==> config.mk <==
export PLATFORM = sky130hd
export DESIGN_NAME = fifo_word_unpacker
export DESIGN_NICKNAME = d
export VERILOG_FILES = /design/src/rtl/fifo_word_unpacker.sv
export SDC_FILE = /design/constraint.sdc
export NUM_CORES = 1
export LEC_CHECK = 0
export ABC_AREA = 1
export ABC_CLOCK_PERIOD_IN_PS = 3820
export BUFFER_PORTS_ARGS = -buffer_cell sky130_fd_sc_hd__buf_2
export CAP_MARGIN = 15
export CORE_AREA = 8 8 143 145
export CTS_BUF_LIST = sky130_fd_sc_hd__clkbuf_8
export DETAILED_ROUTE_END_ITERATION = 8
export DIE_AREA = 0 0 151 153
export PLACE_DENSITY = 0.47
export SLEW_MARGIN = 0
export SYNTH_ARGS = -nofsm -noshare
export SYNTH_HDL_FRONTEND = slang
export SYNTH_SLANG_ARGS = --single-unit
==> constraint.sdc <==
create_clock -name clk -period 3.82 [get_ports clk]
set_input_delay 0.382 -clock clk [delete_from_list [all_inputs] [get_ports clk]]
set_output_delay 0.382 -clock clk [all_outputs]
set_load 0.01 [all_outputs]
==> src/rtl/fifo_word_unpacker.sv <==
// fifo_word_unpacker
// Reads wide words from a sync FIFO with a registered read path of RD_LATENCY
// cycles, keeps them in a small local buffer and streams each word out as
// LANES elements of ELEM_WIDTH bits over a valid/ready handshake.
//
// Build option: define UNPACK_MSB_FIRST_EN to emit the most significant lane
// of each word first. Without it, lane 0 is the least significant element.
module fifo_word_unpacker #(
    parameter int DATA_WIDTH = 64,
    parameter int ELEM_WIDTH = 16,
    parameter int RD_LATENCY = 1
) (
    input  logic                  clk,
    input  logic                  rst,
    input  logic                  fifo_empty,
    output logic                  fifo_rd_en,
    output logic                  fifo_rd_cs,
    input  logic [DATA_WIDTH-1:0] fifo_data,
    input  logic                  flush,
    output logic                  out_valid,
    input  logic                  out_ready,
    output logic [ELEM_WIDTH-1:0] out_data,
    output logic                  out_last,
    output logic                  busy
);

    localparam int LANES     = DATA_WIDTH / ELEM_WIDTH;
    localparam int BUF_DEPTH = RD_LATENCY + 1;
    localparam int PTR_W     = (BUF_DEPTH > 1) ? $clog2(BUF_DEPTH) : 1;
    localparam int CNT_W     = $clog2(BUF_DEPTH + 1);
    localparam int LANE_W    = (LANES > 1) ? $clog2(LANES) : 1;
    localparam int SH_W      = (DATA_WIDTH > 1) ? $clog2(DATA_WIDTH) : 1;

    localparam logic [CNT_W:0]    DEPTH_LIM = (CNT_W + 1)'(BUF_DEPTH);
    localparam logic [LANE_W-1:0] LAST_LANE = LANE_W'(LANES - 1);

    typedef logic [PTR_W-1:0]  ptr_t;
    typedef logic [CNT_W-1:0]  cnt_t;
    typedef logic [LANE_W-1:0] lane_t;

    // Registered state and its next-state values.
    ptr_t                  wr_ptr_q, wr_ptr_d;
    ptr_t                  rd_ptr_q, rd_ptr_d;
    cnt_t                  occ_q, occ_d;
    lane_t                 lane_idx_q, lane_idx_d;
    logic [RD_LATENCY-1:0] inflight_q, inflight_d;

    // Local word storage, indexed by the buffer pointers.
    logic [DATA_WIDTH-1:0] mem_q [BUF_DEPTH];

    // Decoded control.
    cnt_t                  pending;
    logic [CNT_W:0]        fill;
    logic                  capture;
    logic                  fire;
    logic                  lane_end;
    logic                  pop;
    lane_t                 lane_sel;
    logic [SH_W-1:0]       lane_base;
    logic [DATA_WIDTH-1:0] head_word;

    // Pointer advance with wrap at BUF_DEPTH (depth need not be a power of two).
    function automatic ptr_t ptr_inc(input ptr_t p);
        return (p == PTR_W'(BUF_DEPTH - 1)) ? '0 : p + 1'b1;
    endfunction

    // Read issue: only request a word when a buffer slot is guaranteed for it,
    // counting words already buffered plus words still travelling back.
    always_comb begin
        pending    = CNT_W'($countones(inflight_q));
        fill       = {1'b0, occ_q} + {1'b0, pending};
        fifo_rd_en = !rst && !fifo_empty && !flush && (fill < DEPTH_LIM);
        fifo_rd_cs = fifo_rd_en;
    end

    // Handshake decode: word capture from the FIFO, element accept, word pop.
    always_comb begin
        capture  = inflight_q[RD_LATENCY-1] && !flush;
        fire     = out_valid && out_ready;
        lane_end = (lane_idx_q == LAST_LANE);
        pop      = fire && lane_end && !flush;
    end

    // Next-state logic; flush overrides every other update.
    always_comb begin
        // NOTE: every output of a combinational block gets a default first, so
        // no path leaves a variable unassigned and no latch is inferred.
        wr_ptr_d   = wr_ptr_q;
        rd_ptr_d   = rd_ptr_q;
        occ_d      = occ_q;
        lane_idx_d = lane_idx_q;
        inflight_d = RD_LATENCY'({inflight_q, fifo_rd_en});

        if (flush) begin
            wr_ptr_d   = '0;
            rd_ptr_d   = '0;
            occ_d      = '0;
            lane_idx_d = '0;
            inflight_d = '0;
        end else begin
            if (capture) begin
                wr_ptr_d = ptr_inc(wr_ptr_q);
            end
            if (fire) begin
                lane_idx_d = lane_end ? '0 : lane_idx_q + 1'b1;
            end
            if (pop) begin
                rd_ptr_d = ptr_inc(rd_ptr_q);
            end
            case ({capture, pop})
                2'b10:   occ_d = occ_q + 1'b1;
                2'b01:   occ_d = occ_q - 1'b1;
                default: occ_d = occ_q;
            endcase
        end
    end

    // Control state registers with asynchronous reset.
    always_ff @(posedge clk or posedge rst) begin
        if (rst) begin
            wr_ptr_q   <= '0;
            rd_ptr_q   <= '0;
            occ_q      <= '0;
            lane_idx_q <= '0;
            inflight_q <= '0;
        end else begin
            // NOTE: sequential state uses non-blocking assignments so every
            // flop samples the pre-edge values, independent of block order.
            wr_ptr_q   <= wr_ptr_d;
            rd_ptr_q   <= rd_ptr_d;
            occ_q      <= occ_d;
            lane_idx_q <= lane_idx_d;
            inflight_q <= inflight_d;
        end
    end

    // Word buffer write; contents only matter while occupancy covers the slot.
    always_ff @(posedge clk) begin
        // NOTE: the storage array has no reset; occupancy gates every read of
        // it, so clearing it would only cost reset fan-out.
        if (capture) begin
            mem_q[wr_ptr_q] <= fifo_data;
        end
    end

    // Output path: select the current lane of the head word.
    always_comb begin
        head_word = mem_q[rd_ptr_q];
        out_valid = (occ_q != '0);
        out_last  = out_valid && lane_end;
        busy      = out_valid || (pending != '0);
`ifdef UNPACK_MSB_FIRST_EN
        lane_sel  = LAST_LANE - lane_idx_q;
`else
        lane_sel  = lane_idx_q;
`endif
        lane_base = SH_W'(lane_sel) * SH_W'(ELEM_WIDTH);
        out_data  = '0;
        if (out_valid) begin
            out_data = ELEM_WIDTH'(head_word >> lane_base);
        end
    end

endmodule
### Yosys cells after proc, flatten, opt, wreduce, memory -nomap -nowiden

Memories as Yosys holds them, arrays and structs flattened.
Index checks and enable logic that the tools add are counted.

* bits in writable memories: 128
* ROM bits: 0
* bits of input ports: 69
* word-level logic and storage cells: 49
* memories: 1
* register bits after elaboration: 7
* latch bits: 0

* equality and inequality tests: 3
* muxes and demuxes: 15
* multiply operators: 0
* add/sub/neg operators: 6
* shift-type cells: 1
* bitwise logic cells: 0
* reductions and logical operators: 17
* $lt $le $gt $ge: 1
* div/mod/pow operators: 0

Memory list
* mem_q: words 2, bits a word 64, rd ports 1, clocked after memory_dff 0, write ports 1, RTL line 49 `logic [DATA_WIDTH-1:0] mem_q [BUF_DEPTH];`

Operator list (count)
* 64-bit by 6-bit right shift with 16-bit output: 1
* 16-bit two-way mux: 1
* 1-bit two-way mux: 9
* 1-bit logical AND: 8
* 2-bit two-way mux: 4
* 2-bit nonzero test: 4
* 2-bit by 1-bit adder with 2-bit output (second input constant): 2
* 2-bit == test (second input constant): 2
* 2-bit case mux with 2 select lines: 1
* 2-bit by 1-bit adder with 3-bit output: 1
* 1-bit logical NOT: 3
* 3-bit by 2-bit less-than comparator with 1-bit output (second input constant): 1
* 3-bit nonzero test: 1
* 1-bit adder (second input constant): 2
* 2-bit by 1-bit == test with 1-bit output (second input constant): 1
* 2-bit by 1-bit subtractor with 2-bit output (second input constant): 1
* 1-bit logical OR: 1

### Longest topological paths before layout

Gate-level depths: netlist (run 1).

* word-level depth: 7
* depth in mapped cells: 9
* depth with buffers taken out: 8

### Least setup slack after synthesis (run 1)

OpenSTA, ideal clock, no wires.

* kind: input-to-reg
* start point: in flush
* end point: mem mem_q[0][0] (enable)
* path slack: 0.044 ns
* data required time: 3.333 ns
* setup time: 0.487 ns
* stages on the path: 3
* path buffers: 0
* data arrival time: 3.289 ns
* cells stage by stage: inv_1 -> nand2_1 -> nor2_1

* longest elaborated chain between the ends: 4

Ends and longest elaborated chain
* start, declared: RTL line 19 `input logic flush,`
* 1-bit logical NOT: RTL line 78 `capture = inflight_q[RD_LATENCY-1] && !flush;`
* 1-bit logical AND: RTL line 78
* 1-bit two-way mux: RTL line 141 `if (capture) begin`
* 1-bit two-way mux (implied by the code): RTL line 142 `mem_q[wr_ptr_q] <= fifo_data;`
* end, declared: RTL line 49

Every way passes these cells.

### Worst setup path after layout (run 1)

* start point: reg lane_idx_q[1]
* end point: out out_data[11]

* longest elaborated chain between the ends: 2

Ends and longest elaborated chain
* start, declared: RTL line 45 `lane_t lane_idx_q, lane_idx_d;`
* start signal, assigned: RTL line 132 `lane_idx_q <= lane_idx_d;`
* 64-bit by 6-bit right shift with 16-bit output: RTL line 160 `out_data = ELEM_WIDTH'(head_word >> lane_base);`
* 16-bit two-way mux: RTL line 159 `if (out_valid) begin`
* end, declared: RTL line 22 `output logic [ELEM_WIDTH-1:0] out_data,`

Every way passes these cells.

==> flow_metrics.env, run 1 <==
export IMPL_yosysMostFrequentCell="edfxtp_1"
export IMPL_leakage_nw=2.38
export IMPL_start_util_pct=30.1
export IMPL_drc_errors=0
export IMPL_drive_gt1_share_pct=26.1
export IMPL_nets=594
export IMPL_critical_path_startpoint_type="flip-flop"
export IMPL_period_needed_ns=2.68
export IMPL_rrSetupSlack_ns=1.69
export IMPL_synth_area_sq_mm=0.00550
export IMPL_power_density_mw_per_mm2=484
export IMPL_ys_ff_latch=135
export IMPL_period_share_pct=70.2
export IMPL_setup_viol=0
export IMPL_final_max_slew_viol_count=0
export IMPL_ant_nets=0
export IMPL_ctsHtreeMaxLevel=4
export IMPL_ys_top_cells_by_area="edfxtp_1 (70%), nor2_1 (8.1%), o21ai_0 (4.6%), dfrtp_1 (3.2%), o211ai_2 (2.3%)"
export IMPL_cp_cell_sequence="buf_4 > o211ai_2 > nand2_1 > nor2_1 > buf_2"
export IMPL_slowest_delay_ns=1.07
export IMPL_diodes=0
export IMPL_p_int_mw=2.35
export IMPL_antenna_found_initial=0
export IMPL_synth_distinct_cells=26
export IMPL_cp_end_kind="output pin"
export IMPL_grt_overflow=0
export IMPL_regToRegStartpoint="lane_idx_q[1]$_DFFE_PP0P_"
export IMPL_fmax_mhz=373
export IMPL_holdBufCountCts=1
export IMPL_vias_per_cell=4.67
export IMPL_hold_path_class="input pin to flip-flop"
export IMPL_core_area_sq_mm=0.0183
export IMPL_clockPowerShare_pct=35.3
export IMPL_vias=3600
export IMPL_track_usage_pct=12.2
export IMPL_grt_max_degree=67
export IMPL_die_x_microns=151
export IMPL_vdd_ir_drop_max_v=0.000230
export IMPL_cts_root_buf="clkbuf_8"
export IMPL_post_drt_wl_per_cell_microns=17.9
export IMPL_worstHoldPathCells=1
export IMPL_chipHeight_microns=153
export IMPL_arrival_ns=2.30
export IMPL_numCtsBuffers=17
export IMPL_synth_edff_count=128
export IMPL_synth_top_area_share_pct=69.9
export IMPL_skew_ns=0.0101
export IMPL_portBuffers=89
export IMPL_synthTopCellsByCount="edfxtp_1 (128), nor2_1 (119), o21ai_0 (50)"
export IMPL_holdWs_ns=0.125
export IMPL_p_switching_mw=0.807
export IMPL_grt_pass1_wl_microns=21100
export IMPL_crit_path_top_delay_cell="dfrtp_1"
export IMPL_worst_pin_slew_ns=1.10
export IMPL_required_ns=3.44
export IMPL_dpl_hpwl_microns=9060
export IMPL_cts_sinks=135
export IMPL_slew_headroom_pct=26.9
export IMPL_fin_tns_setup_ns=0
export IMPL_clk_pin_slew_ns=0.08
export IMPL_grt_pass1_vias=3763
export IMPL_synth_top_area_cell="edfxtp_1"
export IMPL_cp_max_fo=26
export IMPL_finalPower_mw=3.15
export IMPL_place_gp_congestion=0.742
export IMPL_rsz0062_at_grt="no"
export IMPL_cts_buffer_depth=2
export IMPL_hp_start="fifo_data[35]"
export IMPL_path_buf_inv=2
export IMPL_outcome="complete, no violations"
export IMPL_yosys_warnings=0
export IMPL_cts_tree="done"
export IMPL_drtIter0Drc=202
export IMPL_p_seq_share_pct=53.0
export IMPL_cts_setup_buffers=0
export IMPL_routed_wl_microns=13800
export IMPL_path_class="flip-flop to output pin"
export IMPL_synthCells=434
export IMPL_io_pins=90
export IMPL_hold_violations=0
export IMPL_path_delay_family="flip-flops"
export IMPL_hold_end="mem_q[1][35]$_DFFE_PP_"
export IMPL_synth_avg_cell_area_sq_um=12.7
export IMPL_async_flop_share_pct=5.19
export IMPL_swShare_pct=25.6
export IMPL_synth_top_flop_cell="edfxtp_1"
export IMPL_cts_resized=0
export IMPL_drv_cap=0
export IMPL_n_fill_cell=1828
export IMPL_insertion_delay_ns=0.44
export IMPL_dr_pass1_iters=4
export IMPL_r2r_end="rd_ptr_q$_DFFE_PP0P_"
export IMPL_power_frac_comb_pct=11.7
export IMPL_row_count=50
export IMPL_synth_nets=504
export IMPL_syn_to_final_growth_pct=18.4
export IMPL_dieArea_sq_mm=0.0231
export IMPL_seq_area_frac_synth_pct=73.1
export IMPL_reg2reg_depth=5
cell type report:
cell class	instances	area, sq um	share of cell area, %
Sequential cell	135	4020	61.8
Multi-Input combinational cell	261	1270	19.6
Timing Repair Buffer	97	508	7.80
Tap cell	234	293	4.50
Clock buffer	17	234	3.59
Clock inverter	15	136	2.10
Inverter	12	45.0	0.692
worst max path at each step:
| stage | start | depth (start not counted) | slack [ns] | end |
|---|---|---|---|---|
| finish | lane_idx_q[1]$_DFFE_PP0P_ | 5 | 1.14 | out_data[11] |
| global placement | rd_ptr_q$_DFFE_PP0P_ | 7 | 1.63 | out_data[8] |
| floorplan | flush | 3 | 0.04 | mem_q[0][0]$_DFFE_PP_ |
| global route | rd_ptr_q$_DFFE_PP0P_ | 7 | 1.0 | out_data[15] |
| detailed placement | rd_ptr_q$_DFFE_PP0P_ | 7 | 1.62 | out_data[8] |
| CTS | rd_ptr_q$_DFFE_PP0P_ | 7 | 1.12 | out_data[8] |
per-layer routing:
layer / global-route usage (%) / vias up / share of wire, %
met5: 0 / - / 0
met1: 14.7 / 1755 / 44
met3: 4.04 / 12 / 5.6
met2: 20.0 / 94 / 49
met4: 4.43 / 0 / 1.2
li1: - / 1739 / -
logic make-up after synthesis:
kind of cell | count (synthesis) | share of synthesized area [%]
flops | 135 | 73.1
fa+ha+maj | 1 | 0.228
simple gates | 158 | 11.1
buf+inv | 38 | 3.98
compound gates | 102 | 11.5
flip-flops by register name, indices dropped and copies added (netlist names):
name,cells
occ_q,2
lane_idx_q,2
wr_ptr_q,1
inflight_q,1
mem_q,128
rd_ptr_q,1
power by group through the flow:
stage / clock [mW] / sequential, mW / combinational [mW]
2_1_floorplan: 0 / 1.69 / 0.231
3_3_place_gp: 0 / 1.70 / 0.369
3_5_place_dp: 0 / 1.70 / 0.373
4_1_cts: 1.14 / 1.67 / 0.376
5_1_grt: 1.21 / 1.67 / 0.413
6_report: 1.11 / 1.67 / 0.369
worst register-to-register path, delay by kind of cell (launching register included):
kind | cells | cell delay [ns]
fa+ha+maj | 1 | 0.35
flops | 1 | 1.07
compound gates | 1 | 0.10
buf+inv | 1 | 0.09
simple gates | 2 | 0.38
placed cells by master (no fill, tap or decap), drive strengths merged:
cell,count
a2111oi,2
o211ai,16
nand2,29
nand4,2
or2,1
o21bai,1
nand3b,1
ha,1
clkinv,9
dfrtp,7
buf,96
nor3,2
clkbuf,17
nand3,4
edfxtp,128
o22ai,16
clkinvlp,2
bufinv,2
o21ai,66
nor2,119
dlygate4sd3,1
o31ai,1
inv,14
through the flow:
step | std cells | util, % | instance area, sq um | worst slack, ns
final | 771 | 35.6 | 6510 | 1.14
after floorplan | 434 | - | 5500 | 0.0438
after detailed placement | 738 | 33.5 | 6130 | 1.62
after global placement | 738 | 33.5 | 6130 | 1.63
after CTS | 771 | 35.6 | 6510 | 1.12
after global routing | 771 | 35.6 | 6510 | 1.00
Power figures use the tool's default switching activity.
==> inputs of run 2 (changes only) <==
ABC_AREA = 0   (was 1)
ABC_CLOCK_PERIOD_IN_PS = 2740   (was 3820)
CORE_AREA = 8 8 139 141   (was 8 8 143 145)
DIE_AREA = 0 0 147 149   (was 0 0 151 153)
PLACE_DENSITY = 0.46   (was 0.47)
clock period = 2.74 ns   (was 3.82 ns; I/O delays follow)
==> flow_metrics.env, run 2 <==
export IMPL_path_class="flip-flop to output pin"
export IMPL_ctsHtreeMaxLevel=4
export IMPL_io_pins=90
export IMPL_nets=461
export IMPL_period_needed_ns=2.54
export IMPL_vias_per_cell=4.47
export IMPL_cp_end_kind="output pin"
export IMPL_synth_avg_cell_area_sq_um=22.4
export IMPL_numCtsBuffers=17
export IMPL_antenna_found_initial=0
export IMPL_place_gp_congestion=0.651
export IMPL_final_max_slew_viol_count=0
export IMPL_routed_wl_microns=11000
export IMPL_diodes=0
export IMPL_reg_top3="mem_q x128, lane_idx_q x2, occ_q x2"
export IMPL_fin_tns_setup_ns=0
export IMPL_synthCells=233
export IMPL_synth_top_flop_cell="edfxtp_1"
export IMPL_grt_max_degree=36
export IMPL_post_dp_cell_area_sq_mm=0.00593
export IMPL_leakage_nw=2.45
export IMPL_largest_register_ffs=128
export IMPL_dr_pass1_iters=4
export IMPL_chipHeight_microns=149
export IMPL_track_usage_pct=10.7
export IMPL_vias=2805
export IMPL_drtIter0Drc=135
export IMPL_seq_area_frac_synth_pct=77.0
export IMPL_async_flop_share_pct=5.19
export IMPL_rsz0062_at_grt="no"
export IMPL_cts_sinks=135
export IMPL_drv_cap=0
export IMPL_outcome="complete, no violations"
export IMPL_power_density_mw_per_mm2=610
export IMPL_ant_nets=0
export IMPL_setup_viol=0
export IMPL_synthTopCellsByCount="edfxtp_1 (128), mux4_2 (26), a22o_1 (16)"
export IMPL_vdd_ir_drop_max_v=0.000270
export IMPL_dieArea_sq_mm=0.0219
export IMPL_cp_cell_sequence="buf_12 > mux4_2 > a22o_1 > buf_2"
export IMPL_die_x_microns=147
export IMPL_ys_top_cells_by_area="edfxtp_1 (74%), mux4_2 (11%), dfrtp_1 (3.4%), mux4_1 (3.0%), a22o_1 (2.7%)"
export IMPL_syn_to_final_growth_pct=32.9
export IMPL_drc_errors=0
export IMPL_yosys_warnings=0
export IMPL_required_ns=2.47
export IMPL_synth_top_area_cell="edfxtp_1"
export IMPL_worst_pin_slew_ns=0.865
export IMPL_grt_pass1_vias=3223
export IMPL_hold_path_class="input pin to flip-flop"
export IMPL_slowest_delay_ns=0.66
export IMPL_synth_edff_count=128
export IMPL_synth_top_area_share_pct=73.7
export IMPL_row_count=48
export IMPL_final_cell_mix="edfxtp_1 (128), buf_2 (89), dlygate4sd3_1 (58)"
export IMPL_path_delay_family="flip-flops"
export IMPL_layout_commonest_cell="edfxtp_1"
export IMPL_stdcell_area_sq_mm=0.00694
export IMPL_largest_register="mem_q"
export IMPL_cts_tree="done"
export IMPL_critical_path_startpoint_type="flip-flop"
export IMPL_yosysMostFrequentCell="edfxtp_1"
export IMPL_start_util_pct=30.6
export IMPL_grt_overflow=0
export IMPL_grt_pass1_wl_microns=17400
export IMPL_cts_setup_buffers=0
export IMPL_arrival_ns=2.26
export IMPL_period_share_pct=92.5
export IMPL_cts_buffer_depth=2
export IMPL_hold_violations=0
export IMPL_slew_headroom_pct=42.3
export IMPL_post_drt_wl_per_cell_microns=17.6
export IMPL_synth_nets=303
export IMPL_fmax_mhz=394
export IMPL_path_buf_inv=2
export IMPL_crit_path_top_delay_cell="dfrtp_4"
export IMPL_cp_max_fo=18
export IMPL_skew_ns=0.00832
export IMPL_portBuffers=89
export IMPL_insertion_delay_ns=0.43
export IMPL_synth_area_sq_mm=0.00522
export IMPL_drive_gt1_share_pct=39.5
export IMPL_clk_pin_slew_ns=0.08
export IMPL_core_area_sq_mm=0.0171
export IMPL_cts_root_buf="clkbuf_8"
export IMPL_synth_distinct_cells=30
export IMPL_dpl_hpwl_microns=7090
export IMPL_ys_ff_latch=135
## run 2: cell types whose count changed after synthesis, sizes merged, moves of 16 or more
cell / delta
nor2: -115
o211ai: -16
o22ai: -16
mux4: +32
nand2: -27
a22o: +16
o21ai: -63
## run 2: cells by family (layout without fill, tap and decap cells)
family	Yosys count	count (layout)	share of synthesized area, %
AO/OA/AOI/OAI	28	28	4.08
XOR/XNOR	1	1	0.168
adder cells (fa/ha/maj)	1	1	0.240
buffers and inverters	18	188	2.11
flip-flops	135	135	77.0
multiplexers	33	33	14.4
AND/OR/NAND/NOR	17	17	1.97
## run 2: path summary, 6_finish.rpt
kind | cells after the start | slack (ns) | from | to
min in group asynchronous | 3 | 0.33 | rst | inflight_q$_DFF_PP0_
worst max register to register | 4 | 0.77 | lane_idx_q[0]$_DFFE_PP0P_ | rd_ptr_q$_DFFE_PP0P_
worst max-delay path | 4 | 0.20 | rd_ptr_q$_DFFE_PP0P_ | out_data[13]
max in group asynchronous | 3 | 2.16 | rst | rd_ptr_q$_DFFE_PP0P_
worst min register to register | 2 | 0.63 | lane_idx_q[1]$_DFFE_PP0P_ | lane_idx_q[1]$_DFFE_PP0P_
worst min-delay path | 1 | 0.04 | fifo_data[20] | mem_q[0][20]$_DFFE_PP_
## run 2: per-stage QoR
stage	power (mW)	util (%)	hold slack [ns]	std cells	setup slack, ns
detailed placement	2.51	34.8	0.235	539	0.473
global placement	2.50	34.8	0.230	539	0.464
finish	4.23	40.7	0.0432	628	0.205
CTS	4.30	40.2	0.000430	620	0.0375
floorplan	2.41	-	0.0774	233	0.00182
global route	4.42	40.7	0.000228	628	0.0508
## run 2: where the power goes
group	leakage, nW	internal [mW]	total, mW	switching [mW]
sequential	1.25	2.28	2.30	0.0183
combinational	0.998	0.130	0.218	0.0878
clock	0.205	0.977	1.71	0.734
## run 2: worst register-to-register path: cells and delay by family (launching register included)
kind / cells / cell delay [ns]
flip-flops: 1 / 0.92
AO/OA/AOI/OAI: 1 / 0.15
AND/OR/NAND/NOR: 2 / 0.46
adder cells (fa/ha/maj): 1 / 0.37
## run 2: repair_timing
action                     CTS  global route
setup endpoints to repair    8            10
hold buffers                50             8
hold endpoints to repair   102            15
gates resized for setup      1             1
gates cloned                 0             0
## run 2: layer usage
| layer | vias to the layer above | track usage, % | share of wire [%] |
|---|---|---|---|
| met3 | 11 | 3.85 | 4.4 |
| li1 | 1302 | - | - |
| met5 | - | 0 | 0 |
| met2 | 58 | 18.4 | 53 |
| met1 | 1434 | 11.7 | 41 |
| met4 | 0 | 4.74 | 1.5 |
## run 2: layout make-up
type                            instances  area (sq um)
Fill cell                            1582         10100
Clock inverter                         14           184
Clock buffer                           17           234
Sequential cell                       135          4020
Multi-Input combinational cell         80          1110
Inverter                                3          11.3
Tap cell                              225           282
Timing Repair Buffer                  154          1090
